[src/rtl/clock_set_controller.sv]
// clock_set_controller
//   Time-setting sequencer for the digital clock. MODE walks through
//   RUN -> SET_HOUR -> SET_MIN -> RUN. Leaving SET_MIN commits the edit with a
//   one-cycle load strobe. INC/DEC edit the active field with wrap-around.
//   An idle set state times out back to RUN without loading.
//
// Ports
//   clk, rst                 clock, synchronous active-high reset
//   mode/inc/dec_pressed_*   debounced button pulses and held levels
//   cur_hours/cur_minutes    live time, captured when editing starts
//   set_hours/set_minutes    edit registers
//   load                     one-cycle commit strobe
//   set_active, edit_field   editing indication (01 hours, 10 minutes)
//   blink                    display-on phase for the edited field
//
// Build option
//   CLOCK_SET_AUTOREPEAT_EN  hold-to-repeat stepping on INC/DEC
module clock_set_controller #(
  parameter int unsigned HOLD_CYCLES    = 50_000_000,
  parameter int unsigned REPEAT_CYCLES  = 10_000_000,
  parameter int unsigned TIMEOUT_CYCLES = 500_000_000,
  parameter int unsigned BLINK_CYCLES   = 25_000_000
) (
  input  logic       clk,
  input  logic       rst,
  input  logic       mode_pressed_pulse,
  input  logic       inc_pressed_pulse,
  input  logic       inc_pressed_status,
  input  logic       dec_pressed_pulse,
  input  logic       dec_pressed_status,
  input  logic [4:0] cur_hours,
  input  logic [5:0] cur_minutes,
  output logic [4:0] set_hours,
  output logic [5:0] set_minutes,
  output logic       load,
  output logic       set_active,
  output logic [1:0] edit_field,
  output logic       blink
);

  typedef enum logic [1:0] {ST_RUN = 2'd0, ST_SET_HOUR = 2'd1, ST_SET_MIN = 2'd2} state_e;

  localparam int TW = $clog2(TIMEOUT_CYCLES);
  localparam int BW = $clog2(BLINK_CYCLES);
  localparam logic [TW-1:0] TO_LAST = TW'(TIMEOUT_CYCLES - 1);
  localparam logic [BW-1:0] BL_LAST = BW'(BLINK_CYCLES - 1);

  state_e        state_q, state_d;
  logic [4:0]    set_hours_q, set_hours_d;
  logic [5:0]    set_minutes_q, set_minutes_d;
  logic          load_q, load_d;
  logic [TW-1:0] to_cnt_q, to_cnt_d;
  logic [BW-1:0] blink_cnt_q, blink_cnt_d;
  logic          blink_q, blink_d;

  logic in_set, activity, timeout;
  logic inc_step, dec_step, do_inc, do_dec;
  logic rpt_inc, rpt_dec;

  assign in_set   = (state_q != ST_RUN);
  assign activity = mode_pressed_pulse | inc_pressed_pulse | dec_pressed_pulse |
                    inc_pressed_status | dec_pressed_status;
  // Any button activity this cycle also resets the idle count, so it never aborts.
  assign timeout  = in_set && (to_cnt_q == TO_LAST) && !activity;

  // MODE wins over a same-cycle step; opposing steps cancel.
  assign inc_step = in_set & ~mode_pressed_pulse & (inc_pressed_pulse | rpt_inc);
  assign dec_step = in_set & ~mode_pressed_pulse & (dec_pressed_pulse | rpt_dec);
  assign do_inc   = inc_step & ~dec_step;
  assign do_dec   = dec_step & ~inc_step;

`ifdef CLOCK_SET_AUTOREPEAT_EN
  localparam int HW = $clog2((HOLD_CYCLES > REPEAT_CYCLES) ? HOLD_CYCLES : REPEAT_CYCLES);
  localparam logic [HW-1:0] HOLD_LAST = HW'(HOLD_CYCLES - 1);
  localparam logic [HW-1:0] REP_LAST  = HW'(REPEAT_CYCLES - 1);

  logic          hold_act_q, hold_act_d;
  logic          hold_rep_q, hold_rep_d;
  logic [HW-1:0] hold_cnt_q, hold_cnt_d;
  logic          one_held;

  assign one_held = inc_pressed_status ^ dec_pressed_status;

  // Armed by the press pulse; first step after HOLD_CYCLES, then every REPEAT_CYCLES.
  always_comb begin
    hold_act_d = hold_act_q;
    hold_rep_d = hold_rep_q;
    hold_cnt_d = hold_cnt_q;
    rpt_inc    = 1'b0;
    rpt_dec    = 1'b0;
    if (!in_set || mode_pressed_pulse || !one_held) begin
      hold_act_d = 1'b0;
      hold_rep_d = 1'b0;
      hold_cnt_d = '0;
    end else if (inc_pressed_pulse || dec_pressed_pulse) begin
      hold_act_d = 1'b1;
      hold_rep_d = 1'b0;
      hold_cnt_d = '0;
    end else if (hold_act_q) begin
      if (hold_cnt_q == (hold_rep_q ? REP_LAST : HOLD_LAST)) begin
        rpt_inc    = inc_pressed_status;
        rpt_dec    = dec_pressed_status;
        hold_rep_d = 1'b1;
        hold_cnt_d = '0;
      end else begin
        hold_cnt_d = hold_cnt_q + 1'b1;
      end
    end
  end

  always_ff @(posedge clk) begin
    if (rst) begin
      hold_act_q <= 1'b0;
      hold_rep_q <= 1'b0;
      hold_cnt_q <= '0;
    end else begin
      hold_act_q <= hold_act_d;
      hold_rep_q <= hold_rep_d;
      hold_cnt_q <= hold_cnt_d;
    end
  end
`else
  logic unused_hold_params;
  assign unused_hold_params = (HOLD_CYCLES >= 2) ^ (REPEAT_CYCLES >= 2);
  assign rpt_inc = 1'b0;
  assign rpt_dec = 1'b0;
`endif

  always_comb begin
    state_d       = state_q;
    set_hours_d   = set_hours_q;
    set_minutes_d = set_minutes_q;
    load_d        = 1'b0;
    case (state_q)
      ST_RUN: begin
        if (mode_pressed_pulse) begin
          state_d       = ST_SET_HOUR;
          set_hours_d   = cur_hours;
          set_minutes_d = cur_minutes;
        end
      end
      ST_SET_HOUR: begin
        if (mode_pressed_pulse) state_d = ST_SET_MIN;
        else if (timeout)       state_d = ST_RUN;
        if (do_inc) set_hours_d = (set_hours_q == 5'd23) ? 5'd0 : set_hours_q + 5'd1;
        if (do_dec) set_hours_d = (set_hours_q == 5'd0) ? 5'd23 : set_hours_q - 5'd1;
      end
      ST_SET_MIN: begin
        if (mode_pressed_pulse) begin
          state_d = ST_RUN;
          load_d  = 1'b1;
        end else if (timeout) begin
          state_d = ST_RUN;
        end
        if (do_inc) set_minutes_d = (set_minutes_q == 6'd59) ? 6'd0 : set_minutes_q + 6'd1;
        if (do_dec) set_minutes_d = (set_minutes_q == 6'd0) ? 6'd59 : set_minutes_q - 6'd1;
      end
      default: state_d = ST_RUN;
    endcase

    if (!in_set || activity || (state_d != state_q)) to_cnt_d = '0;
    else                                             to_cnt_d = to_cnt_q + 1'b1;

    // Restart the blink phase "on" whenever the user does something visible.
    if (state_d == ST_RUN) begin
      blink_d     = 1'b0;
      blink_cnt_d = '0;
    end else if ((state_d != state_q) || do_inc || do_dec) begin
      blink_d     = 1'b1;
      blink_cnt_d = '0;
    end else if (blink_cnt_q == BL_LAST) begin
      blink_d     = ~blink_q;
      blink_cnt_d = '0;
    end else begin
      blink_d     = blink_q;
      blink_cnt_d = blink_cnt_q + 1'b1;
    end
  end

  always_ff @(posedge clk) begin
    if (rst) begin
      state_q       <= ST_RUN;
      set_hours_q   <= '0;
      set_minutes_q <= '0;
      load_q        <= 1'b0;
      to_cnt_q      <= '0;
      blink_cnt_q   <= '0;
      blink_q       <= 1'b0;
    end else begin
      state_q       <= state_d;
      set_hours_q   <= set_hours_d;
      set_minutes_q <= set_minutes_d;
      load_q        <= load_d;
      to_cnt_q      <= to_cnt_d;
      blink_cnt_q   <= blink_cnt_d;
      blink_q       <= blink_d;
    end
  end

  assign set_hours   = set_hours_q;
  assign set_minutes = set_minutes_q;
  assign load        = load_q;
  assign set_active  = in_set;
  assign edit_field  = (state_q == ST_SET_HOUR) ? 2'b01 :
                       (state_q == ST_SET_MIN)  ? 2'b10 : 2'b00;
  assign blink       = blink_q;

endmodule

[config.mk]
export PLATFORM = sky130hd
export DESIGN_NAME = clock_set_controller
export DESIGN_NICKNAME = d
export VERILOG_FILES = /design/src/rtl/clock_set_controller.sv
export SDC_FILE = /design/constraint.sdc
export NUM_CORES = 1
export LEC_CHECK = 0
export ABC_CLOCK_PERIOD_IN_PS = 3270
export BUFFER_PORTS_ARGS = -buffer_cell sky130_fd_sc_hd__buf_2
export CAP_MARGIN = 20
export CORE_UTILIZATION = 45
export CTS_CLUSTER_SIZE = 20
export DETAILED_ROUTE_END_ITERATION = 6
export PLACE_DENSITY_LB_ADDON = 0.15
export SLEW_MARGIN = 10
export SYNTH_ARGS = -nofsm -noshare
export SYNTH_HDL_FRONTEND = slang
export SYNTH_SLANG_ARGS = --single-unit
[constraint.sdc]
create_clock -name clk -period 3.27 [get_ports clk]
set_input_delay 0.1635 -clock clk [delete_from_list [all_inputs] [get_ports clk]]
set_output_delay 0.1635 -clock clk [all_outputs]
set_load 0.02 [all_outputs]
==> impl_results.md, run 1 <==
- Register area share after synthesis: 38.32%
- Max Freq: 443.8 MHz
- Hold Path Class: in -> reg
- Startpoint Class: register
- Pin count of the biggest net entering global routing: 30
- WP data required: 3540 ps
- Share of cells above drive strength 1: 13.86%
- Critical path arrival: 2520 ps
- Top-Level Pins: 34
- P_leak: 1.407 nW
- Mux cell area share after synthesis: 0.9025%
- Starting Density: 46.65%
- Setup repair after global routing missed its margin: no
- Crit path max fanout: 25
- Vias post-DR: 3042
- Reg2reg end: blink_cnt_q[15]
- Mean Syn Cell Area: 8.325 um^2
- Total grt overflow: 0
- Max-slew violations: 0
- Bufs on Longest Clock Path: 2
- Iteration-0 DRC Markers: 146
- Post-synth EDFFs: 0
- First-pass detailed-route iteration total: 4
- Antenna violation net count after detailed routing: 0
- Cell Area, Placed: 3827 um^2
- CP dominant cell by count: nor2_1
- Crit path max-delay family: simple AND/OR/NAND/NOR gates
- Total Power: 1.871 mW
- Critical path's largest stage delay: 390 ps
- Postcts setup bufs: 0
- Mapped Cells: 433
- Clock Root Buffer: clkbuf_8
- H-tree Lvls: 3
- WL final: 7249 um
- WL per Instance: 12.70 um
- # fillers: 737
- Seq cells post-synth: 69
- Compound-gate portion of the synthesized area: 9.302%
- Post-synth top area cell: dfxtp_1
- Top FF cell, synth: dfxtp_1
- Final WS setup: 1016 ps
- Clock Skews: 12.14 ps
- Period utilisation layout: 68.91%
- Core Region: 7727 um^2
- Final setup vio count: 0
- Antenna fix cells: 0
- FP Rows: 32
- R2R setup slack: 1020 ps
- Placed Cells: 555
- Slew HR: 45.93%
- # port buffers: 33
- Peak VDD IR: 0.2997 mV
- Area share of fa/ha/maj cells after synthesis: 3.124%
- CP Class: reg -> reg
- Slowest CP cell: dfxtp_1
- GR Util All Layers: 18.78%
- Hold path depth: 3
- Clock Latency Late Sink: 340 ps
- DRC: 0
- WP buf/inv: 2
- Num CTS Buffers: 9
- FFs w/ async S/R, synth: 0%
- Post-synth net total: 460
- Die X: 91.50 um
- Nets@finish: 491
- TritonCTS clock tree: yes
- HPWL after detailed placement: 5126 um
- Simple-gate share of the synthesized area: 30.41%
- CP Depth: 9
- First-pass GRT wire length: 12730 um
- Power per cell area: 461.8 nW/um^2
- Vias in the first global route: 2803
- Clock Pin Slew Worst Setup and Hold Paths: 80 ps
- Pre-CTS WS: 1035 ps
- CTS Hold Bufs: 0
- Critical Path End Type: register
- Resize count post-CTS: 0
- Mapped Area: 3605 um^2
- Die Ht: 91.50 um
- Area Growth Syn to Fin: 12.39%
- R2r startpoint: state_q[0]
- Worst-margin pin slew: 804.9 ps
- Final Core Density: 52.43%
- Initial antenna violation count: 0
- Worst Hold End: set_minutes[2]
- Reg area: 1381 um^2
- Most frequent cell after synthesis: nor2_1
- Status: completed
- Post-route minimum period: 2254 ps
- RePlAce Congestion: 0.8397
- Synth cell types: 54
- Cells along the critical path: nor2_1, nor2_1, and2_1, ha_1, buf_4, nor3_1, nand4_2, buf_4, nor2_1
- Yosys warnings: 0
- Post-Layout Inst Area: 4051 um^2
- Multi-input logic area: 2067 um^2
- Combinational family with the most area after synthesis: simple AND/OR/NAND/NOR gates
- Endpoints failing hold: 0
- WHS: 154.8 ps
- Worst Reg-to-Reg Cells: 9
- Final Non-Filler Cells: 571
- Total clock sinks: 69
- Area contributors post-synth: dfxtp_1, xor2_1, nor2_1
- Detail-routed via count per cell: 5.327
- Yosys top cell area share: 38.32%
- Post-Synth XOR/XNOR Area: 13.61%
- Die footprint: 8372 um^2
- Number of max-cap violations: 0
- Synth cell count leaders: nor2_1, dfxtp_1, xor2_1
- Setup tns final: 0 ps
- Hold Crit Start: cur_minutes[2]
## metal layers
layer	share of wire [%]	track usage, %	wire length [um]	vias up
li1	-	-	-	1582
met1	51	25.35	3690	1411
met2	44	29.01	3197	36
met3	3.7	4.774	269	13
met4	1.3	6.349	92	0
met5	0	0	0	-
## layout make-up
cell class,instances,share of cell area (%)
Multi-Input combinational cell,332,51.02
Clock buffer,9,3.057
Tap cell,102,3.150
Sequential cell,69,34.09
Timing Repair Buffer,37,4.818
Clock inverter,7,2.471
Inverter,15,1.390
## report_power, final
group	switching, mW	internal, mW	total [mW]
Sequential	0.0357	0.858	0.894
Combinational	0.121	0.0846	0.206
Clock	0.338	0.433	0.771
Total	0.495	1.38	1.87
## worst min-delay path: cells and delay by family
| kind | cells | cell delay (ps) |
|---|---|---|
| AND/OR/NAND/NOR | 1 | 150 |
| buffers and inverters | 1 | 80 |
| AO/OA/AOI/OAI | 1 | 60 |
## cells in the final DEF (no fill, tap or decap), types with 4 or more instances in the layout
cell type,count
o21ai_0,6
nand2_1,37
xor2_1,39
xnor2_1,17
clkinv_4,4
and3_1,7
a211oi_1,4
nor2_1,76
nor4_1,4
nand2b_1,4
buf_4,4
nor3_1,14
buf_2,33
dfxtp_1,69
nand4_1,19
ha_1,9
clkbuf_8,9
inv_1,15
o211ai_1,5
and4_1,5
nand3_1,22
a21oi_1,19
## sequential cells by signal, summed over array words and instances (netlist names)
signal,count
to_cnt_q,29
blink_cnt_q,25
set_minutes,6
set_hours,5
state_q,2
blink,1
load,1
## worst max-delay path by stage
stage                 startpoint              end  slack, ps
global placement    to_cnt_q[12]      to_cnt_q[3]       1020
global route          state_q[0]  blink_cnt_q[15]        820
floorplan             state_q[0]   set_minutes[2]       1040
detailed placement  to_cnt_q[12]     to_cnt_q[27]       1040
CTS                   state_q[0]  blink_cnt_q[15]       1000
finish                state_q[0]  blink_cnt_q[15]       1020
## logic make-up after synthesis
| group | after synthesis |
|---|---|
| adders and majority gates | 9 |
| muxes | 2 |
| and+or+nand+nor | 215 |
| xor gates and xnor gates | 56 |
| AOI/OAI and AO/OA | 50 |
| DFF | 69 |
| buffers and inverters | 32 |
Power figures use the tool's default switching activity.
==> run 2, diff against run 1 <==
Settings changed: ABC_AREA from default to 1, ABC_CLOCK_PERIOD_IN_PS 3270 to 2060.
Clock period 3.27 ns to 2.06 ns, I/O delays scaled along.
==> run 2 against run 1 <==
  * Sequential power grew 57%
  * Wire length increased by 20%
  * Synthesized area grew 9.9%
  * Clock power is 52% higher
  * Critical path depth is 3 higher
  * Combinational power rose by 64%
  * Via count rose by 20%
  * Non-clock buffer count is 3 higher
  * Largest cell class unchanged
  * Largest power group unchanged
==> impl_results.md, run 2 <==
- Internal power: 2.142 mW
- Reg area: 1381 um^2
- Mapped Area: 3961 um^2
- Clock Pin Slew Worst Setup and Hold Paths: 80 ps
- Share of cells above drive strength 1: 14.95%
- Commonest non-fill, non-tap cell in the layout: nand2_1
- Hold path depth: 3
- Startpoint Class: register
- Nets@finish: 644
- FP Rows: 33
- Total clock sinks: 69
- H-tree Lvls: 3
- P_sw: 0.7720 mW
- Status: completed
- Num CTS Buffers: 9
- Crit path max fanout: 24
- Synth cell count leaders: nand2_1, nor2_1, inv_1
- WL final: 8684 um
- GR Util All Layers: 20.98%
- First-pass detailed-route iteration total: 4
- Pin count of the biggest net entering global routing: 25
- HPWL after detailed placement: 6534 um
- Max Freq: 536.2 MHz
- Iteration-0 DRC Markers: 122
- DRC: 0
- Yosys warnings: 0
- Most frequent cell after synthesis: nand2_1
- Period utilisation layout: 90.52%
- Total grt overflow: 0
- Critical Path End Type: register
- Area contributors post-synth: dfxtp_1, nand2_1, nor2_1
- Area Growth Syn to Fin: 13.27%
- Post-synth EDFFs: 0
- Vias post-DR: 3649
- Top-Level Pins: 34
- Antenna fix cells: 0
- Setup repair after global routing missed its margin: no
- Worst Reg-to-Reg Cells: 12
- FFs w/ async S/R, synth: 0%
- Setup tns final: 0 ps
- R2R setup slack: 200 ps
- Final Core Density: 53.53%
- WP data required: 2290 ps
- Post-synth top area cell: dfxtp_1
- Max-slew violations: 0
- Mean Syn Cell Area: 6.901 um^2
- Reg2reg end: blink_cnt_q[13]
- Mapped Cells: 574
- Starting Density: 47.26%
- Clock Root Buffer: clkbuf_8
- Clock Skews: 11.04 ps
- Multi-input logic area: 2246 um^2
- Sw Share: 26.49%
- Share of total power in the clock network: 40.2%
- R2r startpoint: to_cnt_q[0]
- Worst-margin pin slew: 445.9 ps
- # port buffers: 33
- # fillers: 847
- WL per Instance: 11.94 um
- Die Ht: 95.83 um
- Postcts setup bufs: 0
- Biggest register: to_cnt_q
- RePlAce Congestion: 0.8302
- Combinational Power Share: 11.6%
- Endpoints failing hold: 0
- Max reg flops: 29
- Top FF cell, synth: dfxtp_1
- Slew HR: 70.24%
- Critical path arrival: 2100 ps
- Post-synth net total: 601
- Hold Crit Start: cur_hours[1]
- Antenna violation net count after detailed routing: 0
- Synth cell types: 37
- TritonCTS clock tree: yes
- Die X: 95.83 um
- Final setup vio count: 0
- First-pass GRT wire length: 15050 um
- Die footprint: 9182 um^2
- Peak VDD IR: 0.4474 mV
- Number of max-cap violations: 0
- Yosys top cell area share: 34.87%
- Post-route minimum period: 1865 ps
- Clock Latency Late Sink: 350 ps
- P_leak: 1.693 nW
- Most frequent cells in the layout: nand2_1, nor2_1, inv_1
- CP Class: reg -> reg
- Vias in the first global route: 3437
- Worst Hold End: set_hours[1]
- Initial antenna violation count: 0
- Hold Path Class: in -> reg
- Core Region: 8382 um^2
- Reg power frac: 48.2%
- Seq cells post-synth: 69
- Register area share after synthesis: 34.87%
- Bufs on Longest Clock Path: 2
- Detail-routed via count per cell: 5.019
- Power per cell area: 649.5 nW/um^2
-- run 2: cell count changes in the layout (fill, tap and decap cells not counted), sizes merged, moves of 6 or more --
cell	change
xnor2	-6
nand2	+67
o21ai	+18
nor3	+8
nand3	+23
xor2	-12
inv	+63
nor2	+21
a21oi	+19
-- run 2: cell type report --
cell class | count | area share (%)
clock buffer | 13 | 3.765
clock inverter | 3 | 0.9481
inverter | 79 | 6.609
multi-input combinational | 418 | 50.06
sequential | 69 | 30.79
tap | 105 | 2.928
timing repair buffer | 40 | 4.908
-- run 2: worst max-delay path by stage --
stage / from / to / slack, ps
after global routing: state_q[0] / set_hours[2] / 4
after floorplan: state_q[1] / set_hours[2] / 240
after global placement: to_cnt_q[0] / blink_cnt_q[21] / 190
after CTS: to_cnt_q[0] / blink_cnt_q[23] / 110
final: to_cnt_q[0] / blink_cnt_q[13] / 200
after detailed placement: to_cnt_q[0] / blink_cnt_q[23] / 120
-- run 2: cell families after synthesis --
group	share of synthesized area, %
compound gates	8.876
xor+xnor	8.402
fa+ha+maj	2.843
buf+inv	8.844
flops	34.87
simple gates	36.17
-- run 2: routing by layer --
metal / share of wire (%) / vias to the layer above / GRT usage, %
li1: - / 1940 / -
met1: 47 / 1645 / 24.84
met2: 48 / 56 / 36.43
met3: 3.8 / 8 / 5.213
met4: 0.93 / 0 / 7.960
met5: 0 / - / 0
-- run 2: through the flow --
step | setup WS (ps) | hold WS, ps | cell area (um^2) | instances | total power [mW]
after floorplan | 243.0 | 179.8 | 3961 | 574 | 1.673
after global placement | 185.2 | 338.4 | 4249 | 710 | 1.757
after detailed placement | 123.9 | 344.4 | 4249 | 710 | 1.763
after CTS | 113.7 | 22.20 | 4471 | 727 | 2.947
after global routing | 4.049 | 43.69 | 4487 | 727 | 3.048
final | 195.2 | 39.85 | 4487 | 727 | 2.914
-- run 2: power groups by stage --
stage	registers, mW	clock network, mW	logic, mW
6_report	1.40	1.17	0.338
4_1_cts	1.40	1.21	0.333
3_3_place_gp	1.43	0	0.323
5_1_grt	1.41	1.26	0.379
3_5_place_dp	1.43	0	0.330
2_1_floorplan	1.45	0	0.222
-- run 2: repair_timing --
item,4_1_cts,5_1_grt
hold buffers,1,0
endpoints found under the setup margin,0,24
endpoints found under the hold margin,1,0
resized for setup,0,3
-- run 2: worst max-delay path, cell delays in order, from the launching register on --
cell	delay [ps]
dfxtp_1	360
ha_1	170
nand2_1	100
nor2_4	160
nand2_2	90
nor2_1	140
nand3_2	140
nand2_1	90
nand2_1	60
nand2_2	70
nand2_2	110
nand2_8	190
nor2_1	70
